===== config.mk =====
export PLATFORM = sky130hd
export DESIGN_NAME = latch_event_reader
export DESIGN_NICKNAME = d
export VERILOG_FILES = /design/src/rtl/latch_event_reader.sv
export SDC_FILE = /design/constraint.sdc
export NUM_CORES = 1
export LEC_CHECK = 0
export ABC_AREA = 1
export CAP_MARGIN = 15
export CORE_UTILIZATION = 61
export CTS_CLUSTER_SIZE = 14
export DETAILED_ROUTE_END_ITERATION = 12
export DONT_BUFFER_PORTS = 1
export GPL_TIMING_DRIVEN = 0
export PLACE_DENSITY = 0.75
export SKIP_LAST_GASP = 1
export SYNTH_ARGS = -nofsm -noshare
export SYNTH_HDL_FRONTEND = slang
export SYNTH_SLANG_ARGS = --single-unit

===== constraint.sdc =====
create_clock -name clk -period 3.9 [get_ports clk]
set_input_delay 0.975 -clock clk [delete_from_list [all_inputs] [get_ports clk]]
set_output_delay 0.975 -clock clk [all_outputs]
set_load 0.02 [all_outputs]

===== src/rtl/latch_event_reader.sv =====
// Read-side companion for an asynchronous set/clear latch bank: synchronizes, filters,
// snapshots accepted values, raises an interrupt per change and counts missed changes.
//
// state  | meaning
// IDLE   | synchronized input matches last accepted value
// SETTLE | new value seen, counting consecutive stable cycles
module latch_event_reader #(
    parameter int WIDTH         = 8,
    parameter int STABLE_CYCLES = 4
) (
    input  logic             clk,
    input  logic             reset_n,
    input  logic [WIDTH-1:0] latch_q,
    input  logic             rd_en,
    input  logic [1:0]       rd_sel,
    output logic [7:0]       rd_data,
    output logic             irq,
    input  logic             irq_ack
);

    typedef enum logic {IDLE, SETTLE} state_t;

    localparam logic [3:0] STABLE_CNT = 4'(STABLE_CYCLES);

    state_t           state;
    logic [WIDTH-1:0] sync1;
    logic [WIDTH-1:0] sync2;
    logic [WIDTH-1:0] candidate;
    logic [WIDTH-1:0] last_accepted;
    logic [WIDTH-1:0] snapshot;
    logic [3:0]       cnt;
    logic [7:0]       ovf_cnt;
    logic             pending;

    logic             accept;
    logic             pending_clr;
    logic             ovf_clr;
    logic             ovf_hit;
    logic [7:0]       snap_ext;
    logic [7:0]       status;

    always_comb begin
        accept = 1'b0;
        if (state == SETTLE && sync2 != last_accepted && sync2 == candidate &&
            cnt >= STABLE_CNT) begin
            accept = 1'b1;
        end
    end

    assign pending_clr = rd_en && (rd_sel == 2'd0);
    assign ovf_clr     = rd_en && (rd_sel == 2'd2);
    // An accept only counts as missed when the previous one is still unread.
    assign ovf_hit     = accept && pending && !pending_clr;

    always_comb begin
        snap_ext = '0;
        snap_ext[WIDTH-1:0] = snapshot;
    end

    assign status = {4'b0000, (state == SETTLE), (ovf_cnt != 8'd0), irq, pending};

    always_ff @(posedge clk or negedge reset_n) begin
        if (!reset_n) begin
            state         <= IDLE;
            sync1         <= '0;
            sync2         <= '0;
            candidate     <= '0;
            last_accepted <= '0;
            snapshot      <= '0;
            cnt           <= 4'd0;
            ovf_cnt       <= 8'd0;
            pending       <= 1'b0;
            irq           <= 1'b0;
            rd_data       <= 8'h00;
        end else begin
            sync1 <= latch_q;
            sync2 <= sync1;

            case (state)
                IDLE: begin
                    if (sync2 != last_accepted) begin
                        candidate <= sync2;
                        cnt       <= 4'd1;
                        state     <= SETTLE;
                    end
                end
                SETTLE: begin
                    if (sync2 == last_accepted) begin
                        state <= IDLE;
                    end else if (sync2 != candidate) begin
                        candidate <= sync2;
                        cnt       <= 4'd1;
                    end else if (cnt < STABLE_CNT) begin
                        cnt <= cnt + 4'd1;
                    end else begin
                        snapshot      <= candidate;
                        last_accepted <= candidate;
                        state         <= IDLE;
                    end
                end
            endcase

            if (accept) begin
                pending <= 1'b1;
            end else if (pending_clr) begin
                pending <= 1'b0;
            end

            if (accept) begin
                irq <= 1'b1;
            end else if (pending_clr || irq_ack) begin
                irq <= 1'b0;
            end

            if (ovf_clr) begin
                ovf_cnt <= ovf_hit ? 8'd1 : 8'd0;
            end else if (ovf_hit && ovf_cnt != 8'hFF) begin
                ovf_cnt <= ovf_cnt + 8'd1;
            end

            if (rd_en) begin
                case (rd_sel)
                    2'd0:    rd_data <= snap_ext;
                    2'd1:    rd_data <= status;
                    2'd2:    rd_data <= ovf_cnt;
                    default: rd_data <= 8'h00;
                endcase
            end
        end
    end

endmodule


==> impl_metrics.csv <==
group,metric,value,unit
hold_path,hp-class,"reg -> reg",
synth,synth_edf_count,0,
cells_and_area,final_nets,312,
die,initial_core_util,64.8,%
drt,drc_errors,0,
timing,final.setup.tns,0,ps
die,die_x,67.6,µm
power,switching_share,21.9,%
critical_path,end_kind,"flip-flop",
timing,slew-limit-headroom,70.5,%
die,rows,23,
global_route,top_usage_layer,"met2",
drt,route.vias.total,1844,
power,p_leak,1.37,nW
clocking,cts_buffer_depth,2,
timing,max_freq,0.543,GHz
power,intPower,0.772,mW
critical_path,worst-path-max-fanout,10,
cells_and_area,fill_cells,321,
cells_and_area,area_growth,6.19,%
synth,netlist_area,2630,µm²
synth,yosysTopAreaCell,"dfrtp_1",
synth,synth_nets,305,
timing,rsz0062_at_grt,"no",
timing,clock_skew,10.4,ps
cells_and_area,mostFrequentLayoutCell,"nand2_1",
drt,drtIter0Drc,117,
critical_path,cp-start-kind,"input pin",
global_route,grt_pass1_wl,7.87,mm
synth,ys_ff_latch,55,
power,p_comb_share,5.4,%
global_route,grt_pass1_vias,1744,
drt,routed_wl,4.70,mm
power,seqPwrFrac,61.4,%
run,max-cap-violations,0,
power,clkPwrFrac,33.2,%
critical_path,path_class,"in -> reg",
clocking,hold_buffers,0,
critical_path,critPathRequiredTime,4100,ps
global_route,grt_max_degree,56,
power,vdd_ir_drop_max,0.295,mV
synth,synth_area_leaders,"dfrtp_1 52%, nand2_1 11%, inv_1 5.1%",
drt,viasPerCell,5.33,
clocking,post_cts_buffers,0,
synth,synth_top_area_share,52.4,%
global_route,antenna_found_initial,0,
drt,ant_nets,0,
cells_and_area,most-common-layout-cells,"76 x nand2_1, 55 x dfrtp_1, 36 x inv_1, 18 x o21ai_0, 13 x nand3_1",
outcome,outcome,"finished, final reports clean",
critical_path,cp_data_arrival_time,2040,ps
clocking,cts.sinks,55,
timing,worst_pin_slew,442,ps
die,die_y,67.6,µm
cells_and_area,drive_above_1_share,16.2,%
placement,place_congestion,0.813,
power,p_total,0.988,mW
drt,dr.pass1.iters,4,
synth,syn_area_per_cell,9.13,µm²
global_route,grt_overflow_total,0,
clocking,cts.clk_slew.worst_paths,90,ps
drt,wl_per_cell,13.6,µm
timing,fin_crit_sh,47.2,%
timing,report.final.slew_viol_count,0,
die,dieArea,4580,µm²
power,p_per_area,354,nW/µm²
power,p_switching,0.217,mW
synth,synth-warning-count,0,
timing,post-route-min-period,1840,ps
synth,ys_seq_area_share,52.4,%
synth,synthCells,288,
global_route,grt_usage,23.9,%
synth,ys_types,33,
clocking,root_buffer,"clkbuf_8",
cells_and_area,diodes,0,
global_route,grt.met1_usage,30.6,%
synth,yosys_most_used_dff,"dfrtp_1",
clocking,htree_levels,2,
clocking,cts_tree,"yes",
timing,setup_viol,0,
global_route,gr-usage-met3,5.74,%
placement,place.detailed.hpwl,3.46,mm
global_route,use_met2,38.2,%
die,fp.coreArea,4060,µm²
die,ios,23,
clocking,insertion_delay,300,ps
placement,io_buffers,0,
synth,async_flop_share,100,%
timing,final_hold_viol_count,0,
clocking,cts_buffers,5,
clocking,cts_resized,0,
registers in the layout, indices dropped and copies added, names as in the netlist:
register and count:
cnt 4, sync1 8, ovf_cnt 8, state 1, sync2 8, candidate 8
snap_ext 8, pending 1, rd_data 8, irq 1
stage by stage:
stage	worst slack, ps	utilization, %	area, µm²	cells	hold WS [ps]
floorplan	1990	-	2630	288	331
global placement	1800	66.3	2690	338	331
detailed placement	1760	66.3	2690	338	336
CTS	2080	68.8	2790	346	348
global route	1970	68.8	2790	346	338
finish	2060	68.8	2790	346	354
final timing paths:
| kind | start | end | slack (ps) | depth (start not counted) |
|---|---|---|---|---|
| hold / removal | sync1[5] | sync2[5] | 350 | 0 |
| max in group asynchronous | reset_n | snap_ext[1] | 3420 | 0 |
| setup reg to reg | ovf_cnt[1] | ovf_cnt[7] | 2180 | 10 |
| hold reg to reg | sync1[5] | sync2[5] | 350 | 0 |
| setup / recovery | rd_sel[1] | ovf_cnt[7] | 2060 | 6 |
| min in group asynchronous | reset_n | rd_data[2] | 360 | 0 |
Yosys cell counts, drive strengths merged, types with 2 or more instances:
| master | n |
|---|---|
| ha | 3 |
| o21ai | 27 |
| o221ai | 4 |
| nand2 | 81 |
| xnor2 | 2 |
| nor2 | 21 |
| nand4 | 8 |
| buf | 3 |
| nor3 | 2 |
| inv | 46 |
| xor2 | 4 |
| a21oi | 6 |
| nand3 | 20 |
| dfrtp | 55 |
layout make-up:
| type | instances | area (µm²) | share of cell area, % |
|---|---|---|---|
| Sequential cell | 55 | 1380 | 49.3 |
| Multi-Input combinational cell | 182 | 1040 | 37.2 |
| Inverter | 47 | 181 | 6.50 |
| Clock buffer | 8 | 100 | 3.59 |
| Tap cell | 50 | 62.6 | 2.24 |
| Buffer | 4 | 33.8 | 1.21 |
power by group through the flow:
stage	Clock (mW)	Combinational [mW]	Sequential (mW)
finish	0.328	0.0536	0.606
CTS	0.338	0.0538	0.606
global placement	0	0.0527	0.617
detailed placement	0	0.0538	0.617
floorplan	0	0.0455	0.614
global route	0.360	0.0620	0.610
critical path: stages:
cell and delay (ps):
inv_1 60, nor2_1 260, nand2_1 300, buf_4 280
nand3_1 90, nand2_1 60
metal layers:
layer	part of all wire (%)	vias up
met5	0	-
met4	1.7	0
met3	3.3	6
met2	48	34
met1	47	870
li1	-	934
cell families after synthesis:
logic type	count (synthesis)	share of synthesized area [%]
simple gates	133	27.2
flops	55	52.4
buf+inv	51	8.19
compound gates	40	8.85
xor+xnor	6	2.00
fa+ha+maj	3	1.43
(Power assumes the default switching activity.)
==> edit 1, RTL diff (config.mk and constraints unchanged) <==
Set the parameter `WIDTH` to 6 (it was 8).
--- a/src/rtl/latch_event_reader.sv
+++ b/src/rtl/latch_event_reader.sv
@@ -6,5 +6,5 @@
 // SETTLE | new value seen, counting consecutive stable cycles
 module latch_event_reader #(
-    parameter int WIDTH         = 8,
+    parameter int WIDTH         = 6,
     parameter int STABLE_CYCLES = 4
 ) (
Interface: changed (resized latch_q); port bits go from 23 to 21. No check against the original RTL was run, so the function may have changed too.
==> edit 1 against the original RTL <==
Worst setup slack improved by 51 ps; routed wire length fell by 11%; sequential cell count fell by 8; fmax rose by 2.8%; worst hold slack got worse by 9.9 ps; cell area fell by 11%; combinational power rose by 68%; synthesized area fell by 11%; sequential power fell by 11%; register-to-register slack barely moved; total power fell by 5.8%; critical path depth fell by 6; non-clock buffer count fell by 1.
==> edit 1: results (changes against the original RTL) <==
cells_and_area:
  nets: 300  # -3.8%
  nFillCells: 296  # -7.8%
  drive_gt1_share_pct: 16.1  # -0.13 points
placement:
  placed_cells: 326  # -3.6%
  dpl-instance-area_um2: 2400  # -11%
  port_buffers: 0  # unchanged
  dp_hpwl_mm: 3.07  # -11%
  place_congestion: 0.866  # +6.5%
yosys:
  synth_compound_area_share_pct: 6.89  # -2.0 points
  synth-xor-area-share_pct: 2.24  # +0.24 points
  avgSynthCellArea_um2: 8.43  # -7.7%
  yosysSeqAreaShare_pct: 50.2  # -2.1 points
  muxShareOfSynthArea_pct: 0  # unchanged
  synthTopCellsByArea: "dfrtp_1 50%, nand2_1 16%, inv_1 4.2%"
  synthAdderAreaFrac_pct: 1.60  # +0.17 points
  netlist_top_cells_count: "97 x nand2_1, 47 x dfrtp_1, 26 x inv_1"
  synth_nets: 293  # -3.9%
  yosysWarningCount: 0  # unchanged
  yosysUniqueCellTypes: 28  # -15%
global_routing:
  grt_use_total_pct: 23.8  # -0.091 points
  grt_max_degree: 48  # -14%
  antenna_found_initial: 0  # unchanged
  grt_pass1_vias: 1658  # -4.9%
  grt_pass1_wl_mm: 7.40  # -6.0%
clock_network:
  clkTransAtPathRegs_ps: 100
  post_cts_resized: 0  # unchanged
  clock_latency_ps: 310
  cts_made_buffers: 5  # unchanged
run_status:
  status: "completed"
setup_path:
  arrival_ps: 820  # -1220 ps
  cp_max_fo: 3  # -7
  reg2reg_depth: 8  # -2
power:
  ir_drop_mv: 0.224  # -24%
  leakage_uw: 0.00124  # -9.1%
  switching_share_pct: 27.5  # +5.6 points
min_path:
  hold_class: "input port to async pin"
timing:
  skew_ps: 15.5  # +5.04 ps
  slew_headroom_pct: 81.5  # +11 points
routing:
  drt-initial-drc-count: 151  # +29%
  routedWlPerCell_um: 12.6  # -7.3%
  drtPass1Iterations: 4  # unchanged
  drt_wl_total_mm: 4.20  # -11%
  num_vias: 1737  # -5.8%
==> edit 1: cell types whose count changed after synthesis, sizes merged, moves of 3 or more <==
cell	before	now
nand4	8	3
nand3	20	23
a21oi	6	3
o221ai	4	1
nand2	81	103
o21ai	27	17
inv	46	34
dfrtp	55	47
==> edit 1: area by class of cell <==
type,instances,area (um^2),area share [%]
Multi-Input combinational cell,192,997,40.0
Clock inverter,3,23.8,0.953
Sequential cell,47,1180,47.1
Buffer,3,33.8,1.35
Inverter,36,135,5.42
Tap cell,48,60.1,2.41
Clock buffer,5,68.8,2.76
==> edit 1: power by group through the flow <==
stage | clock [uW] | combinational [uW] | sequential [uW]
after floorplan | 0 | 73.6 | 544
after global placement | 0 | 86.9 | 548
after CTS | 309 | 90.1 | 540
after detailed placement | 0 | 88.9 | 550
final | 301 | 89.8 | 540
after global routing | 328 | 103 | 543
==> edit 1: worst register-to-register path, cell delays in order, from the launching register on <==
cell and delay, ps:
dfrtp_1 440, ha_1 220, nand3_1 140, nor4_2 230, nand2_1 180, nand3_4 190
nand2_4 90, nand2_1 70, nand2_1 50
==> edit 1: stage by stage <==
stage	setup WS (ps)	total power (uW)
floorplan	2130	618
global placement	1990	635
detailed placement	1980	638
CTS	2110	939
global route	2030	975
finish	2110	931
==> edit 1: logic make-up after synthesis <==
logic type,after synthesis
AOI/OAI and AO/OA,25
xor gates and xnor gates,6
adders and majority gates,3
buffers and inverters,39
DFF,47
and+or+nand+nor,158
==> edit 1: path summary, 6_finish.rpt <==
kind | startpoint | endpoint | slack [ps]
worst max-delay path | irq$_DFFE_PN0P_ | irq | 2110
worst min-delay path | reset_n | sync1[2]$_DFF_PN0_ | 340
worst max register to register | ovf_cnt[1]$_DFFE_PN0P_ | ovf_cnt[0]$_DFFE_PN0P_ | 2180
worst min register to register | sync1[5]$_DFF_PN0_ | sync2[5]$_DFF_PN0_ | 340
max in group asynchronous | reset_n | ovf_cnt[6]$_DFFE_PN0P_ | 3460
min in group clk | sync1[5]$_DFF_PN0_ | sync2[5]$_DFF_PN0_ | 340
==> edit 1: routing by layer <==
metal,global-route usage [%],vias to the layer above,share of wire (%)
met3,4.46,11,3.8
met4,12.8,0,2.6
li1,-,890,-
met1,31.8,795,48
met5,0,-,0
met2,36.7,41,45
==> edit 2, RTL diff (same flow settings) <==
Without the edit above. Add an input register stage for `irq_ack`, cleared by the reset; this delays it by one clock. The other inputs are not delayed to match.
--- a/src/rtl/latch_event_reader.sv
+++ b/src/rtl/latch_event_reader.sv
@@ -22,4 +22,14 @@
 
     localparam logic [3:0] STABLE_CNT = 4'(STABLE_CYCLES);
+
+    logic irq_ack_q;
+
+    always_ff @(posedge clk or negedge reset_n) begin
+        if (!reset_n) begin
+            irq_ack_q <= '0;
+        end else begin
+            irq_ack_q <= irq_ack;
+        end
+    end
 
     state_t           state;
@@ -109,5 +119,5 @@
             if (accept) begin
                 irq <= 1'b1;
-            end else if (pending_clr || irq_ack) begin
+            end else if (pending_clr || irq_ack_q) begin
                 irq <= 1'b0;
             end
Formal check against the unedited RTL: not equivalent (a bounded check fails within 10 cycles, from zero or initial values and one cycle with reset_n low).
==> edit 2 against the original RTL <==
Cell area down 2.6%; combinational power down 4.5%; synthesized area shrank 2.5%; count of clock-buffer cells in the layout shrank 1; die area is 2.4% lower; total power up 0.37%; sequential cell count grew 1; non-clock buffer count increased by 1; routed wire length decreased by 3.9%; global-route usage decreased by 0.93 points; via count down 1.8%; clock power down 2%; sequential share of layout area increased by 2.2 points; worst setup slack worse by 56 ps; largest cell class unchanged.
==> edit 2: results (changes against the original RTL) <==
setup_path:
  cp_slowest_cell: "nand4_2"
  worstSetupStartpoint: "rd_en"
  arrival_ps: 2100  # +60 ps
  r2r_end: "ovf_cnt[1]$_DFFE_PN0P_"
  regToRegStartpoint: "ovf_cnt[0]$_DFFE_PN0P_"
  reg2reg_depth: 7  # -3
  cp_max_fo: 8  # -2
  r2r_setup_slack_ps: 2200  # +20 ps
placement:
  dp_hpwl_mm: 3.24  # -6.4%
  place_ws_ps: 1700  # -61.8 ps
  place_congestion: 0.829  # +1.9%
  dpl-instance-area_um2: 2630  # -2.4%
  placed_cells: 328  # -3.0%
routing:
  drt-initial-drc-count: 157  # +34%
  routed_via_density: 5.39  # +1.1%
  routedWlPerCell_um: 13.4  # -1.1%
  num_vias: 1811  # -1.8%
timing:
  hold_slack_ps: 343  # -10.9 ps
  slew_headroom_pct: 76.2  # +5.6 points
  skew_ps: 9.71  # -0.705 ps
yosys:
  synth-xor-area-share_pct: 4.44  # +2.4 points
  synthAdderAreaFrac_pct: 1.46  # +0.036 points
  yosysSeqAreaShare_pct: 54.7  # +2.3 points
  avgSynthCellArea_um2: 9.22  # +1.0%
  synthTopCellsByArea: "dfrtp_1 55%, nand2_1 11%, nand3_1 4.1%"
  muxShareOfSynthArea_pct: 0  # unchanged
  synth_compound_area_share_pct: 8.00  # -0.85 points
global_routing:
  grt_use_total_pct: 23.0  # -0.93 points
  grt_pass1_wl_mm: 7.44  # -5.5%
  grt_pass1_vias: 1633  # -6.4%
  grt_max_degree: 57  # +1.8%
power:
  ir_drop_mv: 0.301  # +2.3%
  leakage_uw: 0.00132  # -3.1%
cells_and_area:
  nets: 302  # -3.2%
  drive_gt1_share_pct: 14.0  # -2.2 points
  syn2layout_area_growth_pct: 6.10  # about the same
  nFillCells: 338  # +5.3%
clock_network:
  clk_path_buf_depth: 2  # unchanged
run_status:
  status: "completed"
==> edit 2: cell types whose count changed after synthesis, sizes merged, moves of 3 or more <==
cell	delta
o211ai	+3
inv	-12
nor2	-4
nand4	-4
o21ai	-5
o221ai	-4
xnor2	+6
a21oi	-4
==> edit 2: layer usage <==
metal / wire length, um / vias to the layer above / track usage (%)
met1: 2160 / 860 / 29.1
li1: - / 901 / -
met4: 84 / 0 / 7.98
met5: 0 / - / 0
met2: 2100 / 41 / 37.8
met3: 167 / 9 / 6.16
==> edit 2: cell type report <==
| type | count | area share (%) |
|---|---|---|
| tap | 50 | 2.30 |
| multi-input combinational | 181 | 36.4 |
| sequential | 56 | 51.5 |
| inverter | 36 | 4.97 |
| clock buffer | 7 | 3.17 |
| clock inverter | 1 | 0.276 |
| buffer | 5 | 1.33 |
==> edit 2: where the power goes <==
group	internal (uW)	switching, uW	total [uW]
logic	19.3	31.9	51.2
clock network	145	179	323
registers	601	16.7	617
==> edit 2: worst max path at each step <==
stage                                   to  slack (ps)  cells past startpoint
finish              ovf_cnt[1]$_DFFE_PN0P_        2000                      7
global route        ovf_cnt[7]$_DFFE_PN0P_        1890                      7
CTS                 ovf_cnt[1]$_DFFE_PN0P_        2000                      7
detailed placement  ovf_cnt[5]$_DFFE_PN0P_        1700                      7
global placement    ovf_cnt[3]$_DFFE_PN0P_        1710                      7
floorplan           ovf_cnt[1]$_DFFE_PN0P_        1940                      8
==> edit 2: worst max-delay path: cells and delay by family <==
kind	cells	cell delay [ps]
buffers and inverters	2	240
AND/OR/NAND/NOR	5	890
